===== src/rtl/clock_alarm_datapath_if.sv =====
// Controller-side bundle for the alarm clock datapath.
// The controller (master) drives tick, mode, field enables and the
// up/down pulses. The datapath (slave) returns the registered time,
// alarm and match flag.
interface clock_alarm_datapath_if;
    logic       tick_1hz;
    logic       adjust;
    logic [4:0] en;
    logic       up;
    logic       down;
    logic [4:0] t_hour;
    logic [5:0] t_min;
    logic [5:0] t_sec;
    logic [4:0] a_hour;
    logic [5:0] a_min;
    logic       z;

    modport master (
        output tick_1hz, adjust, en, up, down,
        input  t_hour, t_min, t_sec, a_hour, a_min, z
    );

    modport slave (
        input  tick_1hz, adjust, en, up, down,
        output t_hour, t_min, t_sec, a_hour, a_min, z
    );
endinterface


===== src/rtl/clock_alarm_datapath.sv =====
// Timekeeping and alarm-storage datapath for the digital alarm clock.
// Keeps a 24-hour time of day (hh:mm:ss) and an alarm setting (hh:mm).
// Run mode advances time on tick_1hz. Adjust mode freezes time and
// steps the field picked by the one-hot enable vector. z is the
// registered match of time hh:mm against the alarm in run mode.
//
// Optional build macro: SEC_CLEAR_ON_ADJ_EN
//   defined   - an effective step of time hours or minutes also zeroes
//               the seconds counter on the same edge.
//   undefined - seconds only ever change through tick_1hz.
module clock_alarm_datapath (
    input  logic                   clk,
    input  logic                   rst,
    clock_alarm_datapath_if.slave  bus
);

    localparam logic [4:0] HOUR_MAX = 5'd23;
    localparam logic [5:0] MIN_MAX  = 6'd59;
    localparam logic [5:0] SEC_MAX  = 6'd59;

    // Field that an up/down pulse acts on after priority resolution.
    typedef enum logic [2:0] {
        FLD_NONE,
        FLD_T_HOUR,
        FLD_T_MIN,
        FLD_A_HOUR,
        FLD_A_MIN
    } field_e;

    // Hours step with wrap 23 <-> 0.
    function automatic logic [4:0] step_hour(input logic [4:0] v, input logic inc);
        logic [4:0] r;
        if (inc) r = (v == HOUR_MAX) ? 5'd0 : v + 5'd1;
        else     r = (v == 5'd0) ? HOUR_MAX : v - 5'd1;
        return r;
    endfunction

    // Minutes step with wrap 59 <-> 0.
    function automatic logic [5:0] step_min(input logic [5:0] v, input logic inc);
        logic [5:0] r;
        if (inc) r = (v == MIN_MAX) ? 6'd0 : v + 6'd1;
        else     r = (v == 6'd0) ? MIN_MAX : v - 6'd1;
        return r;
    endfunction

    logic [4:0] t_hour_q, t_hour_d;
    logic [5:0] t_min_q,  t_min_d;
    logic [5:0] t_sec_q,  t_sec_d;
    logic [4:0] a_hour_q, a_hour_d;
    logic [5:0] a_min_q,  a_min_d;
    logic       z_q,      z_d;

    field_e     field_sel;
    logic       step_valid;
    logic       step_inc;
    logic       sec_clear;

    // en[0] has no field behind it; it is kept on the bus for the controller.
    logic       en_unused;
    assign en_unused = bus.en[0];

    // Opposing pulses in the same cycle cancel; otherwise up wins the direction.
    assign step_valid = bus.up ^ bus.down;
    assign step_inc   = bus.up;

    // Resolve the enable vector to a single field, time hours highest.
    // NOTE: every variable written in always_comb gets a default first, so
    // no path through the block leaves it unassigned and no latch is inferred.
    always_comb begin
        field_sel = FLD_NONE;
        if      (bus.en[4]) field_sel = FLD_T_HOUR;
        else if (bus.en[3]) field_sel = FLD_T_MIN;
        else if (bus.en[2]) field_sel = FLD_A_HOUR;
        else if (bus.en[1]) field_sel = FLD_A_MIN;
    end

`ifdef SEC_CLEAR_ON_ADJ_EN
    // A real time-field step restarts the minute from :00.
    logic time_field;
    assign time_field = (field_sel == FLD_T_HOUR) || (field_sel == FLD_T_MIN);
    assign sec_clear  = bus.adjust && step_valid && time_field;
`else
    // Seconds are untouched by adjustment; they only freeze.
    assign sec_clear  = 1'b0;
`endif

    // Next-state: adjust steps one field, run mode ripples the tick through
    // seconds, minutes and hours; alarm fields move only by adjustment.
    always_comb begin
        t_hour_d = t_hour_q;
        t_min_d  = t_min_q;
        t_sec_d  = t_sec_q;
        a_hour_d = a_hour_q;
        a_min_d  = a_min_q;

        if (bus.adjust) begin
            // Ticks arriving while adjusting are dropped, not queued.
            if (step_valid) begin
                unique case (field_sel)
                    FLD_T_HOUR: t_hour_d = step_hour(t_hour_q, step_inc);
                    FLD_T_MIN:  t_min_d  = step_min(t_min_q, step_inc);
                    FLD_A_HOUR: a_hour_d = step_hour(a_hour_q, step_inc);
                    FLD_A_MIN:  a_min_d  = step_min(a_min_q, step_inc);
                    default:    ;
                endcase
            end
            if (sec_clear) begin
                t_sec_d = '0;
            end
        end else if (bus.tick_1hz) begin
            if (t_sec_q == SEC_MAX) begin
                t_sec_d = '0;
                if (t_min_q == MIN_MAX) begin
                    t_min_d  = '0;
                    t_hour_d = step_hour(t_hour_q, 1'b1);
                end else begin
                    t_min_d = t_min_q + 6'd1;
                end
            end else begin
                t_sec_d = t_sec_q + 6'd1;
            end
        end
    end

    // Match on the current registered hh:mm; seconds are deliberately ignored
    // so z stays up for the whole matching minute.
    assign z_d = !bus.adjust && (t_hour_q == a_hour_q) && (t_min_q == a_min_q);

    // State registers with asynchronous active-high clear.
    // NOTE: sequential state uses non-blocking assignments so every register
    // samples the pre-edge values and the update order inside the block is irrelevant.
    always_ff @(posedge clk or posedge rst) begin
        if (rst) begin
            t_hour_q <= '0;
            t_min_q  <= '0;
            t_sec_q  <= '0;
            a_hour_q <= '0;
            a_min_q  <= '0;
            z_q      <= 1'b0;
        end else begin
            t_hour_q <= t_hour_d;
            t_min_q  <= t_min_d;
            t_sec_q  <= t_sec_d;
            a_hour_q <= a_hour_d;
            a_min_q  <= a_min_d;
            z_q      <= z_d;
        end
    end

    assign bus.t_hour = t_hour_q;
    assign bus.t_min  = t_min_q;
    assign bus.t_sec  = t_sec_q;
    assign bus.a_hour = a_hour_q;
    assign bus.a_min  = a_min_q;
    assign bus.z      = z_q;

endmodule


===== src/flat_wrapper.sv =====
// flat-port wrapper written by rule: the top's interface ports become plain ports
module clock_alarm_datapath_flat 
  (clk, rst, bus_tick_1hz, bus_adjust, bus_en, bus_up, bus_down, bus_t_hour, bus_t_min, bus_t_sec, bus_a_hour, bus_a_min, bus_z);
  clock_alarm_datapath_if bus_i ();
  input  logic clk;
  input  logic rst;
  input wire logic [$bits(bus_i.tick_1hz)-1:0] bus_tick_1hz;
  input wire logic [$bits(bus_i.adjust)-1:0] bus_adjust;
  input wire logic [$bits(bus_i.en)-1:0] bus_en;
  input wire logic [$bits(bus_i.up)-1:0] bus_up;
  input wire logic [$bits(bus_i.down)-1:0] bus_down;
  output wire logic [$bits(bus_i.t_hour)-1:0] bus_t_hour;
  output wire logic [$bits(bus_i.t_min)-1:0] bus_t_min;
  output wire logic [$bits(bus_i.t_sec)-1:0] bus_t_sec;
  output wire logic [$bits(bus_i.a_hour)-1:0] bus_a_hour;
  output wire logic [$bits(bus_i.a_min)-1:0] bus_a_min;
  output wire logic [$bits(bus_i.z)-1:0] bus_z;
  assign bus_i.tick_1hz = bus_tick_1hz;
  assign bus_i.adjust = bus_adjust;
  assign bus_i.en = bus_en;
  assign bus_i.up = bus_up;
  assign bus_i.down = bus_down;
  assign bus_t_hour = bus_i.t_hour;
  assign bus_t_min = bus_i.t_min;
  assign bus_t_sec = bus_i.t_sec;
  assign bus_a_hour = bus_i.a_hour;
  assign bus_a_min = bus_i.a_min;
  assign bus_z = bus_i.z;
  clock_alarm_datapath u_core (.clk(clk), .rst(rst), .bus(bus_i));
endmodule

===== config.mk =====
export PLATFORM = sky130hd
export DESIGN_NAME = clock_alarm_datapath_flat
export DESIGN_NICKNAME = d
export VERILOG_FILES = /design/src/rtl/clock_alarm_datapath_if.sv /design/src/rtl/clock_alarm_datapath.sv /design/src/flat_wrapper.sv
export SDC_FILE = /design/constraint.sdc
export NUM_CORES = 1
export LEC_CHECK = 0
export CORE_MARGIN = 2
export CORE_UTILIZATION = 29
export CTS_BUF_LIST = sky130_fd_sc_hd__clkbuf_8
export CTS_CLUSTER_SIZE = 20
export DETAILED_ROUTE_END_ITERATION = 10
export GPL_ROUTABILITY_DRIVEN = 0
export PLACE_DENSITY_LB_ADDON = 0.12
export RECOVER_POWER = 50
export SLEW_MARGIN = 10
export SYNTH_ARGS = -nofsm -noshare
export SYNTH_HDL_FRONTEND = slang
export SYNTH_SLANG_ARGS = --single-unit
export TNS_END_PERCENT = 100

===== constraint.sdc =====
create_clock -name clk -period 1.9 [get_ports clk]
set_input_delay 0.38 -clock clk [delete_from_list [all_inputs] [get_ports clk]]
set_output_delay 0.38 -clock clk [all_outputs]
set_load 0.03 [all_outputs]

==> results.sh <==
export IMPL_syn_avg_cell_area_um2=8.24
export IMPL_cts_buffers=5
export IMPL_rows=31
export IMPL_path_clk_slew_ps=60
export IMPL_nets=354
export IMPL_worst_ep_arrival_time_ps=1470
export IMPL_maxCapViolCount=0
export IMPL_synth_top_cell_by_area="dfrtp_1"
export IMPL_synth_common_cells="dfrtp_1, nand2_1, nor2_1, o21ai_0, a21oi_1"
export IMPL_holdCritStartpoint="u_core.bus.t_sec[4]$_DFFE_PP0P_"
export IMPL_critPathLaunchType="flip-flop"
export IMPL_cpPeakStageDelay_ps=720
export IMPL_skew_ps=6.29
export IMPL_whs_path_depth=1
export IMPL_worstReg2RegEnd="u_core.bus.a_min[3]$_DFFE_PP0P_"
export IMPL_setup_viol=0
export IMPL_io_pins=40
export IMPL_cts_max_level=2
export IMPL_cts_setup_buffers=0
export IMPL_critical_path_class="flip-flop to primary output"
export IMPL_dr_pass1_iters=4
export IMPL_overflow=0
export IMPL_status="complete, no violations"
export IMPL_syn_cell_area_mm2=0.00222
export IMPL_relSlewSlack_pct=45.5
export IMPL_rsz0062_at_grt="no"
export IMPL_dieHeight_um=91.6
export IMPL_clock_latency_ps=290
export IMPL_synth_cells=270
export IMPL_slew_violations=0
export IMPL_cpLargestDelayFamily="buffers and inverters"
export IMPL_crit_required_ps=1520
export IMPL_root_buffer="clkbuf_8"
export IMPL_setup_tns_ps=0
export IMPL_yosys_top_cells_area="dfrtp_1, ha_1, o21ai_0"
export IMPL_drc=0
export IMPL_n_antenna_cell=0
export IMPL_timing_hold_violations_final=0
export IMPL_irDropWorstVdd_uv=561
export IMPL_core_area_mm2=0.00733
export IMPL_grt_pass1_vias=2091
export IMPL_ys_ff_latch=29
export IMPL_hold_class="flip-flop to flip-flop"
export IMPL_io_buffers=38
export IMPL_drive_gt1_share_pct=13.6
export IMPL_synth_seq_area_share_pct=32.6
export IMPL_grt_max_degree=30
export IMPL_period_needed_ps=1850
export IMPL_endpoint_kind="primary output"
export IMPL_max_slew_worst_pin_slew_ps=817
export IMPL_start_util_pct=30.3
export IMPL_crit_chain="clkdlybuf4s50_1"
export IMPL_areaGrowthSynthToFinish_pct=32.9
export IMPL_antenna_left=0
export IMPL_antenna_found_initial=0
export IMPL_synth_flop_cell="dfrtp_1"
export IMPL_synth_top_area_share_pct=32.6
export IMPL_vias_per_cell=5.01
export IMPL_yosysMostFrequentCell="dfrtp_1"
export IMPL_finalPower_w=0.00371
export IMPL_cp_num_buf_inv=1
export IMPL_grt_use_total_pct=14.8
export IMPL_reg2reg_slack_ps=140
export IMPL_finalCritPeriodShare_pct=97.1
export IMPL_die_w_um=91.6
export IMPL_cts_tree="yes"
export IMPL_hpwl_um=4430
export IMPL_synth_fp_nets=292
export IMPL_synth_edf_count=0
export IMPL_power_density_mw_per_mm2=1250
export IMPL_dieArea_mm2=0.00839
export IMPL_drt_initial_drc_count=50
export IMPL_holdWs_ps=527
export IMPL_yosys_warnings=0
export IMPL_synthArstFlopShare_pct=100
export IMPL_grt_pass1_wl_um=10000
export IMPL_wl_per_cell_um=13.8
export IMPL_path_max_fanout=6
export IMPL_leakagePower_nw=1.30
export IMPL_max_freq_mhz=542
export IMPL_worst_r2r_cell_count=7
export IMPL_whs_endpoint="u_core.bus.t_sec[4]$_DFFE_PP0P_"
export IMPL_clockBufferDepth=2
export IMPL_crit_path_top_delay_cell="clkdlybuf4s50_1"
export IMPL_synth_distinct_cells=54
export IMPL_worstReg2RegStart="u_core.bus.a_min[0]$_DFFE_PP0P_"
export IMPL_vias=2158
export IMPL_clock_sinks=29
export IMPL_wirelength_um=5940
-- layout by cell type (no fill, tap or decap), types with 2 or more instances in the layout --
cell	n
nor3_1	6
inv_1	14
dfrtp_1	29
nor3b_1	2
a211oi_1	3
a211o_1	2
o211a_1	2
a21o_1	2
nor2b_1	5
nand3_1	8
clkdlybuf4s50_1	26
nand2b_1	4
a21oi_1	20
and2_1	2
dlygate4sd2_1	7
clkbuf_1	5
a32oi_1	2
ha_1	11
nor2_1	23
nand4_1	6
buf_4	32
o31ai_1	7
a31oi_1	4
or3_1	2
clkbuf_8	6
and3_1	6
nor3_2	2
xnor2_1	11
xor2_1	7
nand2_1	25
clkbuf_2	2
o21ai_0	23
nor4b_1	2
-- kinds of logic after synthesis --
kind of cell	share of synthesized area, %
fa+ha+maj	6.19
xor+xnor	7.09
flops	32.6
buf+inv	6.24
mux	0.450
simple gates	24.2
compound gates	23.2
-- layer usage --
layer / vias up / share of wire (%) / GRT usage, %
met4: 0 / 1.3 / 4.92
met3: 8 / 3.4 / 2.99
met2: 38 / 47 / 24.1
met1: 1011 / 48 / 19.4
met5: - / 0 / 0
li1: 1101 / - / -
-- report_power, final --
group | leakage, nW | internal, W | switching (W)
clock network | 0.0485 | 0.000282 | 0.000248
logic | 0.889 | 0.000878 | 0.00116
registers | 0.363 | 0.000818 | 0.000323
total | 1.30 | 0.00198 | 0.00173
-- timing repair --
item,CTS,global route
hold buffers,0,0
setup endpoints to repair,7,5
gates resized for setup,7,5
-- area by class of cell --
type / count / area (µm²)
Fill cell: 764 / 4370
Multi-Input combinational cell: 210 / 1370
Sequential cell: 29 / 726
Timing Repair Buffer: 73 / 601
Tap cell: 99 / 124
Clock buffer: 6 / 82.6
Inverter: 13 / 48.8
Clock inverter: 1 / 3.75
-- flip-flops by register name, summed over array words and instances, names as in the netlist --
| register | flops |
|---|---|
| u_core.bus.a_hour | 5 |
| u_core.bus.t_hour | 5 |
| u_core.bus.t_min | 6 |
| u_core.bus.t_sec | 6 |
| u_core.bus.z | 1 |
| u_core.bus.a_min | 6 |
-- how the worst max path moves through the flow --
stage / startpoint / end / slack [ps] / cells after the start
final: u_core.bus.a_min[1]$_DFFE_PP0P_ / bus_a_min[1] / 50 / 1
after global routing: u_core.bus.a_hour[4]$_DFFE_PP0P_ / bus_a_hour[4] / 7 / 1
after CTS: u_core.bus.t_min[1]$_DFFE_PP0P_ / bus_t_min[1] / 4 / 2
after detailed placement: bus_up / u_core.bus.t_hour[2]$_DFFE_PP0P_ / -240 / 7
after global placement: bus_up / u_core.bus.t_hour[2]$_DFFE_PP0P_ / -210 / 7
after floorplan: u_core.bus.t_sec[0]$_DFFE_PP0P_ / u_core.bus.t_min[2]$_DFFE_PP0P_ / 40 / 7
-- metrics by stage --
stage	utilization [%]	instances	cell area (µm²)	worst slack [ps]
floorplan	-	270	2220	36.4
global placement	39.6	424	2900	-214
detailed placement	39.6	424	2900	-237
CTS	40.6	431	2980	4.42
global route	40.3	431	2960	7.19
finish	40.3	431	2960	54.6
No activity file was read; power rests on OpenSTA's default activity.
